[src/rtl/mpadd_pkg.sv]
// Shared types and constants for the multi-precision add sequencer.
// Optional subtract mode is enabled by defining MPADD_SUB_EN.
package mpadd_pkg;

  localparam int WORD_W = 32;

  typedef enum logic [1:0] {
    S_IDLE  = 2'd0,
    S_PASS1 = 2'd1,
    S_PASS2 = 2'd2,
    S_OUT   = 2'd3
  } state_t;

  // Limb counter needs at least one bit even for single-limb operands.
  function automatic int cnt_w(input int words);
    return (words > 1) ? $clog2(words) : 1;
  endfunction

endpackage

[src/rtl/kogge_stone_32.sv]
// 32-bit Kogge-Stone parallel-prefix adder without carry-in.
module kogge_stone_32
  import mpadd_pkg::*;
(
  input  logic [WORD_W-1:0] a,
  input  logic [WORD_W-1:0] b,
  output logic [WORD_W-1:0] sum,
  output logic              cout
);

  always_comb begin
    logic [WORD_W-1:0] g;
    logic [WORD_W-1:0] p;
    logic [WORD_W-1:0] gn;
    logic [WORD_W-1:0] pn;
    g  = a & b;
    p  = a ^ b;
    gn = g;
    pn = p;
    // Five prefix levels with span 1, 2, 4, 8, 16.
    for (int l = 0; l < 5; l++) begin
      gn = g;
      pn = p;
      for (int i = (1 << l); i < WORD_W; i++) begin
        gn[i] = g[i] | (p[i] & g[i - (1 << l)]);
        pn[i] = p[i] & p[i - (1 << l)];
      end
      g = gn;
      p = pn;
    end
    sum  = (a ^ b) ^ {g[WORD_W-2:0], 1'b0};
    cout = g[WORD_W-1];
  end

endmodule

[src/rtl/mp_add_seq.sv]
// Multi-precision add sequencer: one limb per handshake, LS limb first,
// carry injected via a second +1 pass. Define MPADD_SUB_EN for A-B mode.
//
// state   | meaning
// S_IDLE  | waiting for an operand limb (in_ready=1)
// S_PASS1 | adder computes ra+rb
// S_PASS2 | adder computes rs+1 to absorb the incoming carry
// S_OUT   | result limb presented until accepted
module mp_add_seq
  import mpadd_pkg::*;
#(
  parameter int WORDS = 4
) (
  input  logic              clk,
  input  logic              rst_n,
  input  logic              in_valid,
  output logic              in_ready,
  input  logic [WORD_W-1:0] in_a,
  input  logic [WORD_W-1:0] in_b,
  output logic              out_valid,
  input  logic              out_ready,
  output logic [WORD_W-1:0] out_sum,
  output logic              out_last,
  output logic              out_cout
`ifdef MPADD_SUB_EN
  ,
  input  logic              sub
`endif
);

  localparam int CW = cnt_w(WORDS);
  localparam logic [CW-1:0] LAST_IDX = CW'(WORDS - 1);

  state_t            state_q, state_d;
  logic [CW-1:0]     limb_cnt_q;
  logic              carry_q;
  logic              c1_q;
  logic [WORD_W-1:0] ra_q, rb_q, rs_q;
  logic [WORD_W-1:0] add_a, add_b, add_sum;
  logic              add_cout;
  logic              is_last;
  logic              in_fire, out_fire;
  logic              sub_eff;

`ifdef MPADD_SUB_EN
  logic sub_q;

  // Mode is taken live on limb 0 and frozen for the rest of the operand.
  assign sub_eff = (limb_cnt_q == '0) ? sub : sub_q;

  always_ff @(posedge clk or negedge rst_n) begin
    if (!rst_n) begin
      sub_q <= 1'b0;
    end else if (in_fire && limb_cnt_q == '0) begin
      sub_q <= sub;
    end
  end
`else
  assign sub_eff = 1'b0;
`endif

  assign is_last  = (limb_cnt_q == LAST_IDX);
  assign in_fire  = in_valid & in_ready;
  assign out_fire = out_valid & out_ready;

  assign add_a = (state_q == S_PASS2) ? rs_q : ra_q;
  assign add_b = (state_q == S_PASS2) ? WORD_W'(1) : rb_q;

  kogge_stone_32 u_adder (
    .a    (add_a),
    .b    (add_b),
    .sum  (add_sum),
    .cout (add_cout)
  );

  always_ff @(posedge clk or negedge rst_n) begin
    if (!rst_n) begin
      state_q <= S_IDLE;
    end else begin
      state_q <= state_d;
    end
  end

  always_comb begin
    state_d   = state_q;
    in_ready  = 1'b0;
    out_valid = 1'b0;
    out_sum   = '0;
    out_last  = 1'b0;
    out_cout  = 1'b0;
    case (state_q)
      S_IDLE: begin
        in_ready = 1'b1;
        if (in_valid) state_d = S_PASS1;
      end
      S_PASS1: state_d = carry_q ? S_PASS2 : S_OUT;
      S_PASS2: state_d = S_OUT;
      S_OUT: begin
        out_valid = 1'b1;
        out_sum   = rs_q;
        out_last  = is_last;
        out_cout  = is_last & carry_q;
        if (out_ready) state_d = S_IDLE;
      end
      default: state_d = S_IDLE;
    endcase
  end

  always_ff @(posedge clk or negedge rst_n) begin
    if (!rst_n) begin
      limb_cnt_q <= '0;
      carry_q    <= 1'b0;
      c1_q       <= 1'b0;
      ra_q       <= '0;
      rb_q       <= '0;
      rs_q       <= '0;
    end else begin
      case (state_q)
        S_IDLE: begin
          if (in_fire) begin
            ra_q <= in_a;
            rb_q <= in_b ^ {WORD_W{sub_eff}};
            if (limb_cnt_q == '0) carry_q <= sub_eff;
          end
        end
        S_PASS1: begin
          rs_q <= add_sum;
          if (carry_q) c1_q <= add_cout;
          else         carry_q <= add_cout;
        end
        S_PASS2: begin
          // a+b and +1 cannot both overflow, so OR merges the carries.
          rs_q    <= add_sum;
          carry_q <= c1_q | add_cout;
        end
        S_OUT: begin
          if (out_fire) begin
            if (is_last) begin
              limb_cnt_q <= '0;
              carry_q    <= 1'b0;
            end else begin
              limb_cnt_q <= limb_cnt_q + CW'(1);
            end
          end
        end
        default: ;
      endcase
    end
  end

endmodule

[config.mk]
export PLATFORM = sky130hd
export DESIGN_NAME = mp_add_seq
export DESIGN_NICKNAME = d
export VERILOG_FILES = /design/src/rtl/mpadd_pkg.sv /design/src/rtl/kogge_stone_32.sv /design/src/rtl/mp_add_seq.sv
export SDC_FILE = /design/constraint.sdc
export NUM_CORES = 1
export LEC_CHECK = 0
export ABC_AREA = 1
export ABC_CLOCK_PERIOD_IN_PS = 6800
export CORE_UTILIZATION = 50
export CTS_BUF_LIST = sky130_fd_sc_hd__clkbuf_8
export CTS_CLUSTER_DIAMETER = 120
export CTS_CLUSTER_SIZE = 16
export DETAILED_ROUTE_END_ITERATION = 10
export PLACE_DENSITY = 0.71
export SYNTH_ARGS = -nofsm -noshare
export SYNTH_HDL_FRONTEND = slang
export SYNTH_SLANG_ARGS = --single-unit
export TNS_END_PERCENT = 1
[constraint.sdc]
create_clock -name clk -period 6.8 [get_ports clk]
set_clock_uncertainty 0.2 [all_clocks]
set_input_delay 1.36 -clock clk [delete_from_list [all_inputs] [get_ports clk]]
set_output_delay 1.36 -clock clk [all_outputs]
set_load 0.02 [all_outputs]
# Word-level counts from Yosys, hierarchy flattened
# Index checks and enable logic that the tools add are counted.
# W data, S select, Z words.
word_totals:
  reg_bits: 102
  output_inout_bits: 36
  word_cells: 407
classes:
  add_sub_neg: 1
  eq_ne: 10
  n_mux: 18
  n_bitwise: 363
  n_reduce_logical: 8
ops:
  columns: ["operator", "n"]
  rows:
  - ["$and A1 B1 Y1", 230]
  - ["$or A1 B1 Y1", 130]
  - ["$mux W32", 3]
  - ["$xor A32 B32 Y32", 2]
  - ["$and A32 B32 Y32", 1]
  - ["$ne A2 B2 Y1 const B", 6]
  - ["$mux W1", 10]
  - ["$pmux W2 S4", 1]
  - ["$reduce_and A2 Y1", 4]
  - ["$eq A2 B2 Y1 const B", 3]
  - ["$mux W2", 3]
  - ["$logic_not A2 Y1", 2]
  - ["$pmux W1 S4", 1]
  - ["$reduce_and A4 Y1", 1]
  - ["$add A2 B1 Y2 const B", 1]
  - ["$eq A2 B1 Y1 const B", 1]
  - ["$reduce_or A2 Y1", 1]

# Logic depth before layout (Yosys ltp)
depth:
  word_depth: 15
  depth_mapped: 20

# Hierarchy
# Synthesis repeated with hierarchy kept, for this count alone.
unflattened:
  hier_cells: 1070
  area_unflattened_um2: 7392.1
by_module_without_submodules:
  columns: ["mod", "instances", "cells_per_inst", "area_each_um2", "seq_area_each_um2"]
  rows:
  - ["mp_add_seq", 1, 570, 4978.5, 2552.4]
  - ["kogge_stone_32", 1, 500, 2413.6, 0.0]

# Least setup slack after synthesis
# Ideal clock, no wire load.
synth_timing:
  path_type: "reg2out"
  start: "register state_q[1]"
  end: "output port out_sum[0]"
  t_arrival_ps: 1354
  required_time_ps: 5240
  setup_slack_ps: 3886
  path_stages_with_launch: 6
  cell_sequence: "dfrtp_1 -> ha_1 -> buf_2 -> clkbuf_1 -> nand2_1 -> inv_1"
synth_between:
  elab_chain_len: 2
synth_lines:
  columns: ["item", "line_no", "source"]
  rows:
  - ["start: declaration", "mp_add_seq.sv:34", "state_t state_q, state_d;"]
  - ["start signal: assignment", "mp_add_seq.sv:80", "state_q <= state_d;"]
  - ["$eq A2 B2 Y1", "mp_add_seq.sv:91", "case (state_q)"]
  - ["$mux W32", "mp_add_seq.sv:91", null]
  - ["end: declaration", "mp_add_seq.sv:22", "output logic [WORD_W-1:0] out_sum,"]
# No other way between the ends.

# Final worst setup path
layout_timing:
  start: "register state_q[0]"
  end: "register rs_q[19]"
layout_between:
  elab_chain_len: 13
  elab_cells_between_ends: 60
layout_lines:
  columns: ["item", "line_no", "source"]
  rows:
  - ["$eq A2 B2 Y1", "mp_add_seq.sv:66, mp_add_seq.sv:67, mp_add_seq.sv:118", null]
  - ["$mux W32 (on tied branches)", "mp_add_seq.sv:66, mp_add_seq.sv:67", null]
  - ["$xor A32 B32 Y32 / $and A32 B32 Y32 (equally long branches)", "kogge_stone_32.sv:17, kogge_stone_32.sv:31, kogge_stone_32.sv:16", null]
  - ["$and A1 B1 Y1", "kogge_stone_32.sv:25", "gn[i] = g[i] | (p[i] & g[i - (1 << l)]);"]
  - ["$or A1 B1 Y1", "kogge_stone_32.sv:25", null]
  - ["$and A1 B1 Y1", "kogge_stone_32.sv:25", null]
  - ["$or A1 B1 Y1", "kogge_stone_32.sv:25", null]
  - ["$and A1 B1 Y1", "kogge_stone_32.sv:25", null]
  - ["$or A1 B1 Y1", "kogge_stone_32.sv:25", null]
  - ["$and A1 B1 Y1", "kogge_stone_32.sv:25", null]
  - ["$or A1 B1 Y1 (2 in a row)", "kogge_stone_32.sv:25", null]
  - ["$xor A32 B32 Y32", "kogge_stone_32.sv:31", "sum = (a ^ b) ^ {g[WORD_W-2:0], 1'b0};"]
  - ["end signal: assignment", "mp_add_seq.sv:127", "rs_q <= add_sum;"]
  - ["end signal: assignment", "mp_add_seq.sv:133", "rs_q <= add_sum;"]
  - ["end: declaration", "mp_add_seq.sv:38", "logic [WORD_W-1:0] ra_q, rb_q, rs_q;"]
# Several ways; a longest one is shown, not always the timed one.
# A chain may end at the register's enable or synchronous reset.

==> flow_summary_export.csv <==
group,metric,value,unit
cts,hold_buffers,0,
floorplan,die_h,122,µm
layout,final_layout_size_suffix_gt1_frac,0.0620,
global_route,grt_pass1_wl,28.6,mm
global_route,grt_use_total,0.247,
flow_run,maxCapViolCount,0,
routing,drt-wirelength-per-cell,12.6,µm
routing,dr.pass1.iters,7,
routing,drc,0,
floorplan,initial_core_util,0.515,
cts,numCtsBuffers,9,
routing,vias_per_cell,4.75,
place,hpwl,12.9,mm
floorplan,die-area,14800,µm²
global_route,antenna_found_initial,0,
synthesis,ys.flop_type,"dfrtp_1",
cts,clock_latency,0.39,ns
sta,relSlewSlack,0.320,
synthesis,syn_area,7170,µm²
cts,clkTransAtPathRegs,0.10,ns
synthesis,syn_area_per_cell,6.61,µm²
floorplan,die_w,122,µm
setup_path,endpoint_kind,"flip-flop",
floorplan,rows,43,
sta,setup_viol,0,
routing,vias,6451,
sta,worstMarginPinSlew,1.02,ns
cts,post_cts_buffers,0,
sta,max_freq,237,MHz
cts,cts_resized,0,
cts,cts-htree-levels,3,
place,dp_cells,1343,
sta,final.period_utilization,0.621,
synthesis,synthDistinctLibCells,29,
global_route,grt_pass1_vias,5996,
synthesis,postSynthCellCount,1085,
sta,hold_violations,0,
layout,antenna-diode-count,0,
floorplan,pin_count,104,
synthesis,yosys.area.top_type,"dfrtp_1",
setup_path,crit_required,6.83,ns
cts,cts.sinks,102,
setup_path,arrival,4.26,ns
place,portBuffers,103,
global_route,grt_max_degree,59,
routing,drtIter0Drc,432,
place,gp_congestion,0.962,
layout,nNetsFinal,1281,
synthesis,synth_seq_cells,102,
setup_path,critPathKind,"flip-flop to flip-flop",
routing,final_antenna_net_count,0,
setup_path,cp_max_fo,58,
synthesis,yosysMostFrequentCell,"nand2_1",
cts,clock-root-buffer,"clkbuf_8",
sta,rsz0062_at_grt,"no",
synthesis,synth.yosys.seq_area_share,0.356,
floorplan,coreArea,13900,µm²
synthesis,synth_top_area_frac,0.356,
routing,wl,17.1,mm
worst_hold_path,min_path_type,"flip-flop to flip-flop",
cts,cts_tree,"built",
synthesis,yosys-top-cells-area,"dfrtp_1, nand2_1, inv_1",
synthesis,synth_commonest_cells,"nand2_1, inv_1, nor2_1",
global_route,gr-total-overflow,0,
synthesis,synth-edff-count,0,
cts,clockBufferDepth,2,
layout,fin_cells,1357,
synthesis,ys.warnings.count,0,
layout,fillers,1368,
setup_path,cp-start-kind,"flip-flop",
sta,layout_min_cycle_time,4.22,ns
synthesis,synth_fp_nets,1192,
synthesis,async_reset_ff_frac,1.00,
run_status,status,"finished clean",
sta,setup_tns,0,ns
sta,final_max_slew_viol_count,0,
layout,area_delta_synth_final,19.5,%
logic make-up (layout without fill, tap and decap cells):
group	count (synthesis)	in the layout	share of synthesized area
compound gates	91	91	0.0654
xor+xnor	13	13	0.0159
fa+ha+maj	39	39	0.0691
buf+inv	238	330	0.126
flops	102	102	0.356
mux	34	34	0.0534
simple gates	568	568	0.314
state kept, by name (all words and copies together) (netlist names):
| register | flops |
|---|---|
| c1_q | 1 |
| carry_q | 1 |
| limb_cnt_q | 2 |
| ra_q | 32 |
| rb_q | 32 |
| rs_q | 32 |
| state_q | 2 |
worst paths after layout:
| kind | startpoint | end | slack [ns] | depth (start not counted) |
|---|---|---|---|---|
| worst min-delay path | ra_q[18] | ra_q[18] | 0.31 | 1 |
| worst min register to register | ra_q[18] | ra_q[18] | 0.31 | 1 |
| min in group asynchronous | rst_n | ra_q[3] | 0.81 | 1 |
| worst max-delay path | state_q[0] | rs_q[19] | 2.58 | 17 |
| worst max register to register | state_q[0] | rs_q[19] | 2.58 | 17 |
| max in group asynchronous | rst_n | rs_q[19] | 4.51 | 2 |
metrics by stage:
step                      setup slack [ns]  cell area [µm²]  hold WS [ns]   util
after floorplan                       3.89             7170         0.267      -
after global placement                2.71             8350         0.289  0.599
after detailed placement              2.63             8350         0.290  0.599
after CTS                             2.61             8570         0.318  0.615
after global routing                  2.15             8570         0.331  0.615
final                                 2.58             8570         0.313  0.615
worst max-delay path: stages (launching register included):
cell and delay [ns]:
dfrtp_1 0.42, inv_1 0.12, ha_2 0.17, buf_4 0.47, inv_1 0.48, buf_4 0.34
or2_2 0.29, o21ai_0 0.16, inv_1 0.08, ha_1 0.34, nand3_1 0.09, nand3_1 0.12
nand3_1 0.10, nand3_1 0.23, nand2_1 0.16, nand3_1 0.08, nand3_1 0.09, o21ai_0 0.10
cell usage in the layout, fill, tap and decap left out, drive strengths merged:
cell type / netlist / layout
clkdlybuf4s50: 0 / 102
nor2: 108 / 108
xor2: 1 / 1
clkbuf: 20 / 11
fa: 1 / 1
xnor2: 12 / 12
inv: 207 / 207
a31oi: 1 / 1
nand3: 45 / 45
mux2: 34 / 34
o21ai: 34 / 34
o22ai: 1 / 1
o221ai: 1 / 1
nand2: 402 / 402
clkinv: 0 / 1
o21bai: 3 / 3
nand3b: 2 / 2
nor3: 4 / 4
nand4: 3 / 3
a21oi: 51 / 51
ha: 38 / 38
bufinv: 0 / 2
dfrtp: 102 / 102
or2: 4 / 4
buf: 11 / 7
per-layer routing:
metal,up-vias,share of wire,global-route usage
met5,-,0,0
met4,0,0.014,0.0671
met3,19,0.043,0.0379
met2,152,0.42,0.378
met1,2837,0.52,0.360
li1,3443,-,-
cell type report:
type / count / area [µm²] / area share
repair buffers: 109 / 1070 / 0.125
clock buffers: 11 / 151 / 0.0177
inverters: 207 / 777 / 0.0906
clock inverters: 3 / 68.8 / 0.00803
multi-input cells: 745 / 3720 / 0.434
flip-flops and latches: 102 / 2550 / 0.298
well taps: 180 / 225 / 0.0263
Power is left out: the tool's default activity adds up to more than one toggle a clock period on the data nets, which glitch-free logic cannot reach.
